`src/rtl/fence_i_sequencer.sv`:
```
// FENCE.I controller: stalls the core, drains the D-cache, writes back every dirty line,
// flushes the I-cache, then returns a one-cycle completion pulse to the core.
module fence_i_sequencer #(
    parameter int SET_NUM = 64,
    parameter int WAY_NUM = 2,
    parameter int LINE_W  = 7
) (
    input  logic              clk,
    input  logic              rst,
    input  logic              fence_req,
    output logic              fence_done,
    output logic              core_stall,
    input  logic              dc_busy,
    output logic              scan_valid,
    output logic [LINE_W-1:0] scan_line,
    input  logic              scan_ready,
    input  logic              scan_rsp_valid,
    input  logic              scan_rsp_dirty,
    output logic              wb_valid,
    input  logic              wb_done,
    output logic              icache_flush,
    input  logic              icache_flush_done,
    output logic [LINE_W:0]   wb_count
);

    localparam int                LINE_NUM  = SET_NUM * WAY_NUM;
    localparam logic [LINE_W-1:0] LAST_LINE = LINE_W'(LINE_NUM - 1);
    localparam logic [LINE_W:0]   WB_MAX    = (LINE_W + 1)'(LINE_NUM);

    typedef enum logic [3:0] {
        S_IDLE,
        S_DRAIN,
        S_SCAN,
        S_WAIT_RSP,
        S_WB,
        S_NEXT,
        S_IFLUSH,
        S_IWAIT,
        S_DONE
    } state_t;

    state_t            state;
    logic [LINE_W-1:0] line_cnt;

    // The line id doubles as the scan/write-back address, held stable across both handshakes.
    assign scan_line  = line_cnt;
    assign core_stall = (state != S_IDLE);

    always_ff @(posedge clk) begin
        if (rst) begin
            state        <= S_IDLE;
            line_cnt     <= '0;
            wb_count     <= '0;
            scan_valid   <= 1'b0;
            wb_valid     <= 1'b0;
            icache_flush <= 1'b0;
            fence_done   <= 1'b0;
        end else begin
            icache_flush <= 1'b0;
            fence_done   <= 1'b0;
            case (state)
                S_IDLE: begin
                    if (fence_req) begin
                        state    <= S_DRAIN;
                        line_cnt <= '0;
                        wb_count <= '0;
                    end
                end
                S_DRAIN: begin
                    if (!dc_busy) begin
                        state      <= S_SCAN;
                        scan_valid <= 1'b1;
                    end
                end
                S_SCAN: begin
                    if (scan_ready) begin
                        state      <= S_WAIT_RSP;
                        scan_valid <= 1'b0;
                    end
                end
                S_WAIT_RSP: begin
                    if (scan_rsp_valid) begin
                        if (scan_rsp_dirty) begin
                            state    <= S_WB;
                            wb_valid <= 1'b1;
                        end else begin
                            state <= S_NEXT;
                        end
                    end
                end
                S_WB: begin
                    if (wb_done) begin
                        state    <= S_NEXT;
                        wb_valid <= 1'b0;
                        if (wb_count != WB_MAX) begin
                            wb_count <= wb_count + 1'b1;
                        end
                    end
                end
                S_NEXT: begin
                    // Stop on the last line id rather than relying on the counter wrapping.
                    if (line_cnt == LAST_LINE) begin
                        state        <= S_IFLUSH;
                        icache_flush <= 1'b1;
                    end else begin
                        state      <= S_SCAN;
                        line_cnt   <= line_cnt + 1'b1;
                        scan_valid <= 1'b1;
                    end
                end
                S_IFLUSH: begin
                    state <= S_IWAIT;
                end
                S_IWAIT: begin
                    if (icache_flush_done) begin
                        state      <= S_DONE;
                        fence_done <= 1'b1;
                    end
                end
                S_DONE: begin
                    // Core must drop its request before another fence can start.
                    if (!fence_req) begin
                        state <= S_IDLE;
                    end
                end
                default: begin
                    state <= S_IDLE;
                end
            endcase
        end
    end

endmodule

```
`config.mk`:
```
export PLATFORM = sky130hd
export DESIGN_NAME = fence_i_sequencer
export DESIGN_NICKNAME = d
export VERILOG_FILES = /design/src/rtl/fence_i_sequencer.sv
export SDC_FILE = /design/constraint.sdc
export NUM_CORES = 1
export LEC_CHECK = 0
export BUFFER_PORTS_ARGS = -buffer_cell sky130_fd_sc_hd__buf_2
export CORE_MARGIN = 4
export CORE_UTILIZATION = 57
export CTS_CLUSTER_DIAMETER = 40
export DETAILED_ROUTE_END_ITERATION = 10
export GPL_ROUTABILITY_DRIVEN = 0
export PLACE_DENSITY = 0.83
export SLEW_MARGIN = 10
export SYNTH_ARGS = -nofsm -noshare
export SYNTH_HDL_FRONTEND = slang
export SYNTH_SLANG_ARGS = --single-unit
```
`constraint.sdc`:
```
create_clock -name clk -period 4.55 [get_ports clk]
set_input_delay 0.2275 -clock clk [delete_from_list [all_inputs] [get_ports clk]]
set_output_delay 0.2275 -clock clk [all_outputs]
set_load 0.02 [all_outputs]
```
==> results.md <==
* Status: finished, final reports clean
* Post-synthesis cell type count at 53
* Mean Syn Cell Area at 8.63 sq um
* Ant diodes at 0
* Worst slew pin tran at 0.556 ns
* FFs w/ async S/R, synth at 0%
* Slew headroom at 62.9%
* Synth Area in Simple Gates at 30.0%
* CP Capture Type: flop
* RSZ-0062 raised after global routing: false
* H-Tree Depth at 1
* Area Growth Syn to Fin at 13.5%
* Final number of hold-violating endpoints at 0
* Port buffer count at 28
* First-pass GRT wire length at 5110 um
* Compound-gate portion of the synthesized area at 24.5%
* Post-Route WL at 3070 um
* Number of global-route vias before repair at 1177
* Data required, critical path at 4.81 ns
* Clk sinks at 23
* Starting Density at 59.3%
* Max VDD drop at 0.000260 V
* Drt drc at 0
* Post-synthesis mux area share at 3.53%
* Yosys warning total at 0
* Most frequent cells in the layout: 28 x buf_2, 23 x dfxtp_1, 16 x nand2_1
* Die X at 56.0 um
* Total grt overflow at 0
* Post-Syn Nets at 164
* Post-layout nets at 192
* Largest net degree at the start of global routing at 17
* Final Setup Violations at 0
* Initial antenna violation count at 0
* Via Count at 1292
* Sequential area share after synthesis at 35.1%
* Tcrit/Tclk final at 41.2%
* CP startpoint kind: flop
* Yosys reg bits at 23
* CTS clk-pin slew, worst paths at 0.13 ns
* Pwr dens at 362 mW/mm^2
* Post-Synth Adder-Cell Area at 2.86%
* Hold_buf cts at 0
* Clock Path Buffers at 2
* DRT iter0 DRCs at 46
* Row Count at 17
* Worst-path fanout max at 16
* IO Pins at 29
* Die outline height at 56.0 um
* CP arrival at 2.14 ns
* Pre-CTS WS at 2.75 ns
* CTS tree: built
* Core Region at 0.00221 sq mm
* Leakage power at 0.599 nW
* Clk_lat worst skew at 0.30 ns
* # Max-Cap Violations at 0
* Post-Route Setup TNS at 0 ns
* Global-route usage over all layers at 19.5%
* Routed vias/inst at 6.24
* Inserted Clock Buffers at 3
* Post-DP HPWL at 2320 um
* Synthesized instance count at 152
* Kind of critical path: reg -> reg
* Avg WL per Cell at 14.9 um
* Tightest Hold Check Type: in -> reg
* Fmax at 0.533 GHz
* Fin crit period at 1.88 ns
* Post_cts resized at 0
* Most common cell after layout, fill and taps aside: buf_2
* Layout cell share with drive strength beyond 1 at 22.3%
* Antenna-violating nets left at 0
* # Post-CTS Setup Buffers at 0
* Main combinational cell family by area after synthesis: simple AND/OR/NAND/NOR gates
* Slew Limit Fails at 0
* Root Buffer: clkbuf_4
* R2R depth at 4
* Total die area at 0.00313 sq mm
* Number of synthesized flops with an enable pin at 0
* WHS Path Cells at 2
* Ys flop type: dfxtp_1
* Post-Synth XOR/XNOR Area at 0.667%
* Mapped Area at 0.00131 sq mm
* Final Skew at 0.00407 ns
* Setup ws final at 2.67 ns
* Pre-Repair DR Iteration Count at 4
stage by stage:
step	std cells	hold WS [ns]	power [W]	utilization (%)	area, sq um
2_1_floorplan	152	0.344	0.000405	-	1310
3_3_place_gp	203	0.465	0.000439	66.1	1460
3_5_place_dp	203	0.473	0.000447	66.1	1460
4_1_cts	207	0.135	0.000540	67.4	1490
5_1_grt	207	0.146	0.000573	67.4	1490
6_report	207	0.142	0.000539	67.4	1490
report_power, final:
group | internal (W) | switching (W)
combinational | 0.0000784 | 0.000114
clock | 0.0000328 | 0.0000604
sequential | 0.000214 | 0.0000393
state kept, by name, indices dropped and copies added, names as in the netlist:
name,cells
wb_valid,1
scan_line,7
state,4
fence_done,1
scan_valid,1
icache_flush,1
wb_count,8
critical path, stage by stage (launching register included):
cell     delay [ns]
dfxtp_1        0.69
nor3b_1        0.20
a21o_1         0.32
or4_1          0.54
nand2_1        0.08
cells in the mapped netlist (2+ instances only):
cell	n	area [sq um]
inv_1	4	15.0
nor3_1	3	15.0
nor2_1	6	22.5
nor2b_1	2	12.5
clkbuf_1	2	7.51
or4_1	3	22.5
buf_2	2	10.0
nand2b_1	3	18.8
nand2_1	16	60.1
nor3b_1	4	30.0
o21ai_1	3	15.0
a21o_1	2	15.0
or3_1	5	31.3
ha_1	3	37.5
mux2i_1	2	20.0
dfxtp_1	23	460
nand3_1	10	50.1
o211ai_1	4	30.0
a311oi_1	2	17.5
a21oi_1	13	65.1
o31ai_1	2	15.0
o21ai_0	5	25.0
nand4bb_1	3	33.8
path summary, 6_finish.rpt:
path	startpoint	slack, ns	end
hold reg to reg	wb_count[7]	0.51	wb_count[7]
hold / removal	wb_done	0.14	wb_valid
setup reg to reg	state[2]	2.67	wb_count[5]
setup / recovery	state[2]	2.67	wb_count[5]
cell families (layout without fill, tap and decap cells):
| logic type | count (synthesis) | in the layout |
|---|---|---|
| AO/OA/AOI/OAI | 45 | 45 |
| AND/OR/NAND/NOR | 66 | 66 |
| multiplexers | 4 | 4 |
| flip-flops | 23 | 23 |
| adder cells (fa/ha/maj) | 3 | 3 |
| buffers and inverters | 10 | 37 |
| XOR/XNOR | 1 | 1 |
area by class of cell:
cell class                 count  area, sq um
inverter                       5         18.8
timing repair buffer          28          140
tap                           28         35.0
sequential                    23          460
multi-input combinational    119          808
fill                         194          722
clock inverter                 1         5.00
clock buffer                   3         22.5
routing by layer:
layer / GRT usage (%) / wire length, um / share of wire [%]
met1: 23.1 / 1300 / 42
met2: 36.2 / 1570 / 51
met3: 2.78 / 187 / 6.1
met4: 5.08 / 13 / 0.42
met5: 0 / 0 / 0
(Power assumes the default switching activity.)
